File: src/rtl/alu_issue_seq_pkg.sv
`default_nettype none
// ============================================================================
// alu_issue_seq_pkg
// Shared encodings for the ALU-issue stage: field widths, instruction
// class codes, control/flag bit positions and the issue FSM states.
// Revision: 1.0  initial release
// ============================================================================
package alu_issue_seq_pkg;

  localparam int FLAGSW   = 4;  // {N,Z,C,V} MSB..LSB
  localparam int CONTROLW = 4;
  localparam int ALUAW    = 3;

  // ALU opcode encodings used for address generation and multiply issue
  localparam logic [ALUAW-1:0] ALU_SUB = 3'd2;
  localparam logic [ALUAW-1:0] ALU_ADD = 3'd4;

  // Control bit positions
  localparam int S_i = 0;
  localparam int A_i = 1;
  localparam int B_i = 2;
  localparam int U_i = 3;

  // Flag bit positions
  localparam int N_i = 3;
  localparam int Z_i = 2;
  localparam int C_i = 1;
  localparam int V_i = 0;

  // Multiply with S set only updates N and Z
  localparam logic [FLAGSW-1:0] FLAGS_NZ = FLAGSW'((1 << N_i) | (1 << Z_i));

  typedef enum logic [1:0] {
    OPT_DATA  = 2'd0,
    OPT_LDSTR = 2'd1,
    OPT_MUL   = 2'd2,
    OPT_RSVD  = 2'd3
  } optype_t;

  typedef enum logic [0:0] {
    ST_IDLE = 1'b0,
    ST_MUL  = 1'b1
  } state_t;

endpackage : alu_issue_seq_pkg
`default_nettype wire

File: src/rtl/alu_issue_seq_mul_iter.sv
`default_nettype none
// ============================================================================
// mul_iter
// Shift-add multiplier, one multiplier bit per cycle. A start pulse loads
// the operands; done is high for one cycle once the product is in result.
// Build option MUL_EARLY_TERM_EN: finish as soon as the remaining
// multiplier bits are all zero (at least one iteration is always run).
// Revision: 1.0  initial release
// ============================================================================
module mul_iter #(
  parameter int DATAW = 32
) (
  input  logic             clk,
  input  logic             rst,
  input  logic             start,
  input  logic [DATAW-1:0] mcand_in,
  input  logic [DATAW-1:0] mplier_in,
  input  logic [DATAW-1:0] acc_in,
  output logic             done,
  output logic [DATAW-1:0] result
);

  localparam int CNTW = $clog2(DATAW + 1);

  logic             running;
  logic [DATAW-1:0] acc;
  logic [DATAW-1:0] mcand;
  logic [DATAW-1:0] mplier;
  logic [CNTW-1:0]  cnt;

`ifdef MUL_EARLY_TERM_EN
  // Once the multiplier is exhausted further iterations add nothing
  assign done = running && (cnt != '0) && ((cnt == CNTW'(DATAW)) || (mplier == '0));
`else
  assign done = running && (cnt == CNTW'(DATAW));
`endif

  assign result = acc;

  // Load on start, then one conditional add and shift per cycle until done
  always_ff @(posedge clk or posedge rst) begin
    if (rst) begin
      running <= 1'b0;
      acc     <= '0;
      mcand   <= '0;
      mplier  <= '0;
      cnt     <= '0;
    end else if (start) begin
      running <= 1'b1;
      acc     <= acc_in;
      mcand   <= mcand_in;
      mplier  <= mplier_in;
      cnt     <= '0;
    end else if (done) begin
      running <= 1'b0;
    end else if (running) begin
      if (mplier[0]) acc <= acc + mcand;
      mcand  <= mcand << 1;
      mplier <= mplier >> 1;
      cnt    <= cnt + CNTW'(1);
    end
  end

endmodule : mul_iter
`default_nettype wire

File: src/rtl/alu_issue_seq.sv
`default_nettype none
// ============================================================================
// alu_issue_seq
// Registered ALU-issue stage: decodes DATA / LDSTR into an ALU opcode and
// flag write enables with one cycle latency, and sequences MUL/MLA through
// mul_iter. Valid/ready on both sides; the output word holds while stalled.
// Build option MUL_EARLY_TERM_EN: early multiply completion in mul_iter.
// Revision: 1.0  initial release
// ============================================================================
module alu_issue_seq
  import alu_issue_seq_pkg::*;
#(
  parameter int DATAW = 32
) (
  input  logic                clk,
  input  logic                rst,
  input  logic                in_valid,
  output logic                in_ready,
  input  logic [1:0]          optype,
  input  logic [CONTROLW-1:0] ctrl,
  input  logic [DATAW-1:0]    op_a,
  input  logic [DATAW-1:0]    op_b,
  input  logic [DATAW-1:0]    op_c,
  output logic                out_valid,
  input  logic                out_ready,
  output logic [ALUAW-1:0]    alu_opcode,
  output logic [FLAGSW-1:0]   flag_we,
  output logic                byte_en,
  output logic                is_mul,
  output logic [DATAW-1:0]    mul_result,
  output logic                busy
);

  state_t             state, state_nx;
  logic               valid_nx;
  logic [ALUAW-1:0]   opcode_nx;
  logic [FLAGSW-1:0]  flags_nx;
  logic               byte_nx;
  logic               mul_nx;
  logic [DATAW-1:0]   result_nx;
  logic               mul_s;
  logic               mul_done;
  logic [DATAW-1:0]   mul_acc;
  logic               accept;
  logic               mul_start;

  assign in_ready  = (state == ST_IDLE) && (!out_valid || out_ready);
  assign accept    = in_valid && in_ready;
  assign mul_start = accept && (optype == OPT_MUL);
  assign busy      = (state == ST_MUL);

  mul_iter #(.DATAW(DATAW)) u_mul_iter (
    .clk       (clk),
    .rst       (rst),
    .start     (mul_start),
    .mcand_in  (op_a),
    .mplier_in (op_b),
    .acc_in    (ctrl[A_i] ? op_c : '0),
    .done      (mul_done),
    .result    (mul_acc)
  );

  // Next state and next issue word; by default the word holds and valid
  // drops only when execute takes it
  always_comb begin
    state_nx  = state;
    valid_nx  = out_valid && !out_ready;
    opcode_nx = alu_opcode;
    flags_nx  = flag_we;
    byte_nx   = byte_en;
    mul_nx    = is_mul;
    result_nx = mul_result;
    case (state)
      ST_IDLE: begin
        if (accept) begin
          if (optype == OPT_MUL) begin
            state_nx = ST_MUL;
          end else if (optype == OPT_LDSTR) begin
            valid_nx  = 1'b1;
            opcode_nx = ctrl[U_i] ? ALU_ADD : ALU_SUB;
            flags_nx  = '0;
            byte_nx   = ctrl[B_i];
            mul_nx    = 1'b0;
          end else begin
            // DATA, and the reserved class as a flag-free NOP
            valid_nx  = 1'b1;
            opcode_nx = ctrl[A_i +: ALUAW];
            flags_nx  = ((optype == OPT_DATA) && ctrl[S_i]) ? '1 : '0;
            byte_nx   = 1'b0;
            mul_nx    = 1'b0;
          end
        end
      end
      ST_MUL: begin
        if (mul_done) begin
          state_nx  = ST_IDLE;
          valid_nx  = 1'b1;
          opcode_nx = ALU_ADD;
          flags_nx  = mul_s ? FLAGS_NZ : '0;
          byte_nx   = 1'b0;
          mul_nx    = 1'b1;
          result_nx = mul_acc;
        end
      end
      default: state_nx = ST_IDLE;
    endcase
  end

  // FSM state register
  always_ff @(posedge clk or posedge rst) begin
    if (rst) state <= ST_IDLE;
    else     state <= state_nx;
  end

  // Issue word register
  always_ff @(posedge clk or posedge rst) begin
    if (rst) begin
      out_valid  <= 1'b0;
      alu_opcode <= '0;
      flag_we    <= '0;
      byte_en    <= 1'b0;
      is_mul     <= 1'b0;
      mul_result <= '0;
    end else begin
      out_valid  <= valid_nx;
      alu_opcode <= opcode_nx;
      flag_we    <= flags_nx;
      byte_en    <= byte_nx;
      is_mul     <= mul_nx;
      mul_result <= result_nx;
    end
  end

  // S bit of the multiply in flight, needed when the result issues
  always_ff @(posedge clk or posedge rst) begin
    if (rst)            mul_s <= 1'b0;
    else if (mul_start) mul_s <= ctrl[S_i];
  end

endmodule : alu_issue_seq
`default_nettype wire

File: config.mk
export PLATFORM = sky130hd
export DESIGN_NAME = alu_issue_seq
export DESIGN_NICKNAME = d
export VERILOG_FILES = /design/src/rtl/alu_issue_seq_pkg.sv /design/src/rtl/alu_issue_seq_mul_iter.sv /design/src/rtl/alu_issue_seq.sv
export SDC_FILE = /design/constraint.sdc
export NUM_CORES = 1
export LEC_CHECK = 0
export CAP_MARGIN = 5
export CORE_ASPECT_RATIO = 2
export CORE_MARGIN = 10
export CORE_UTILIZATION = 57
export DETAILED_ROUTE_END_ITERATION = 16
export PLACE_DENSITY = 0.95
export RECOVER_POWER = 100
export SLEW_MARGIN = 20
export SYNTH_ARGS = -nofsm -noshare
export SYNTH_HDL_FRONTEND = slang
export SYNTH_SLANG_ARGS = --single-unit
File: constraint.sdc
create_clock -name clk -period 14.5 [get_ports clk]
set_clock_uncertainty 0.05 [all_clocks]
set_input_delay 2.9 -clock clk [delete_from_list [all_inputs] [get_ports clk]]
set_output_delay 2.9 -clock clk [all_outputs]
set_load 0.02 [all_outputs]
==> qor.yml <==
timing:
  drv_slew: 425
  max_freq_ghz: 0.115
  finalSetupViolations: 0
  holdWs_ns: 0.430
  fin_crit_sh_pct: 59.8
  tightest_slew_ns: 4.12
  hold_viol: 0
  setup_tns_ns: 0
  slew-limit-headroom_pct: -175
  rsz0062_at_grt: "false"
  fin_crit_ns: 8.67
synthesis:
  synthArstFlopShare_pct: 100
  syn-num-nets: 1009
  synth_cells: 869
  ys.flop_type: "dfrtp_1"
  synth_area_sq_um: 7800
  synth_edf_count: 0
  ys_warn_count: 0
  ys_ff_latch: 145
  yosysSeqAreaShare_pct: 46.5
  synth_cell_types: 61
  syn_avg_cell_area_sq_um: 8.98
cts:
  clock-sinks: 145
  postCtsSetupRepairBufs: 0
  cts_buffers: 17
  clk_root_buffer_cell: "clkbuf_16"
  insertion_delay_ns: 0.43
  cts.clk_slew.worst_paths_ns: 0.06
  cts_resized: 0
  cts_tree: "yes"
  h-tree-depth: 4
  cts_buffer_depth: 2
  cts_hold_buf: 0
worst_setup_path:
  required_ns: 14.02
  critPathLaunchType: "primary input"
  cp-end-kind: "async pin"
  worstSetupPathType: "in2async"
  cp_max_fo: 79
  cp.arrival_ns: 8.19
global_routing:
  grt_first_pass_wirelength_mm: 36.5
  antenna_found_initial: 0
  grt.total_usage_pct: 24.3
  grt-ovfl-total: 0
  grt_pass1_vias: 7549
  grt_max_degree: 98
place:
  post_dp_cell_area_sq_um: 9360
  place_congestion: 0.913
  dp_cells: 1124
  hpwl_mm: 15.3
  numPortBuffers: 149
power_and_ir_drop:
  power_density_nw_per_um2: 221
  p_leak_nw: 4.69
  ir_drop_uv: 156
die:
  core-area_sq_um: 13400
  rows: 60
  die_x_um: 103
  dieHeight_um: 185
  io_pins: 150
  initial_utilization_pct: 58.0
  dieArea_sq_um: 19000
worst_hold_path:
  hold_path_class: "reg2reg"
cells_and_area:
  final_cell_mix: "nand2_1, dfrtp_1, nor2_1, clkdlybuf4s50_1, a31oi_1"
  drive_gt1_share_pct: 7.59
  final_area_sq_um: 9980
  insertedDiodeCount: 0
  area_growth_pct: 27.9
  mostFrequentLayoutCell: "nand2_1"
  nNetsFinal: 1128
  final_util_pct: 74.2
  stdcell_count: 1156
status:
  status: "finished, violations left"
  violations: "max-capacitance violations, max-slew violations"
detailed_routing:
  routed_wl_mm: 22.7
  drcViolationCount: 0
  avgRoutedWirePerCell_um: 19.7
  route.antenna.remaining_nets: 0
  vias: 7187
  drt-vias-per-instance: 6.22
  drt-initial-drc-count: 457
  dr.pass1.iters: 6
run:
  cap_violations: 7
==> through the flow <==
stage / setup WS (ns) / power (W)
after floorplan: 7.66 / 0.00139
after detailed placement: 7.03 / 0.00168
after CTS: 7.03 / 0.00221
after global routing: 4.71 / 0.00234
final: 5.83 / 0.00220
after global placement: 7.12 / 0.00164
==> routing by layer <==
layer / vias to the layer above / routed length (um) / share of wire, % / track usage [%]
li1: 3291 / - / - / -
met1: 3434 / 7670 / 34 / 23.8
met2: 350 / 12000 / 53 / 42.7
met3: 112 / 1540 / 6.8 / 5.56
met4: 0 / 1490 / 6.5 / 18.3
met5: - / 0 / 0 / 0
==> worst paths after layout <==
kind	startpoint	endpoint	slack [ns]	cells past startpoint
worst min-delay path	alu_opcode[0]$_DFFE_PP0P_	alu_opcode[0]$_DFFE_PP0P_	0.43	2
min in group asynchronous	rst	mul_s$_DFFE_PP0P_	3.71	2
worst min register to register	alu_opcode[0]$_DFFE_PP0P_	alu_opcode[0]$_DFFE_PP0P_	0.43	2
max in group clk	out_ready	u_mul_iter.mcand[11]$_DFFE_PP0P_	6.27	6
worst max-delay path	rst	mul_result[23]$_DFFE_PP0P_	5.83	3
worst max register to register	busy$_DFF_PP0_	u_mul_iter.mcand[11]$_DFFE_PP0P_	8.84	4
==> sequential cells by signal, indices dropped and copies added (netlist names) <==
| register | count |
|---|---|
| is_mul | 1 |
| u_mul_iter.mplier | 32 |
| alu_opcode | 3 |
| flag_we | 2 |
| busy | 1 |
| mul_s | 1 |
| out_valid | 1 |
| byte_en | 1 |
| u_mul_iter.mcand | 32 |
| u_mul_iter.result | 32 |
| mul_result | 32 |
| u_mul_iter.cnt | 6 |
| u_mul_iter.running | 1 |
==> logic make-up (layout without fill, tap and decap cells) <==
family | count (synthesis) | count (layout) | synth area share [%]
simple gates | 342 | 342 | 18.0
fa+ha+maj | 34 | 34 | 5.55
xor+xnor | 31 | 31 | 3.48
mux | 35 | 35 | 5.02
buf+inv | 70 | 202 | 3.48
compound gates | 212 | 212 | 17.9
flops | 145 | 145 | 46.5
==> synth_stat cells (8+ instances only) <==
cell,n,area share (%)
and3_1,9,0.72
a21oi_1,40,2.6
a21o_1,14,1.3
mux2_2,33,4.8
clkbuf_1,44,2.1
xor2_1,16,1.8
nand3_1,20,1.3
o21ai_0,27,1.7
ha_1,33,5.3
nor2_1,103,5.0
dfrtp_1,145,47
buf_1,8,0.39
a31oi_1,84,6.7
nand2_1,184,8.9
xnor2_1,15,1.7
inv_1,15,0.72
==> power breakdown <==
group | switching, W | internal (W) | leakage (nW) | total [W]
clock network | 0.000173 | 0.000317 | 0.318 | 0.000489
registers | 0.000127 | 0.000556 | 1.86 | 0.000683
logic | 0.000600 | 0.000430 | 2.51 | 0.00103
total | 0.000900 | 0.00130 | 4.69 | 0.00220
==> cell type report <==
class,count,area (sq um)
well taps,155,194
flip-flops and latches,145,3630
inverters,15,57.6
clock buffers,21,460
repair buffers,155,1520
multi-input cells,654,3910
clock inverters,11,201
fillers,864,3460
==> critical path, cell delays in order <==
cell and delay, ns:
dlygate4sd3_1 0.56, clkinvlp_2 1.62, clkbuf_1 2.99
Note: power is estimated with default switching activity, not from simulation.
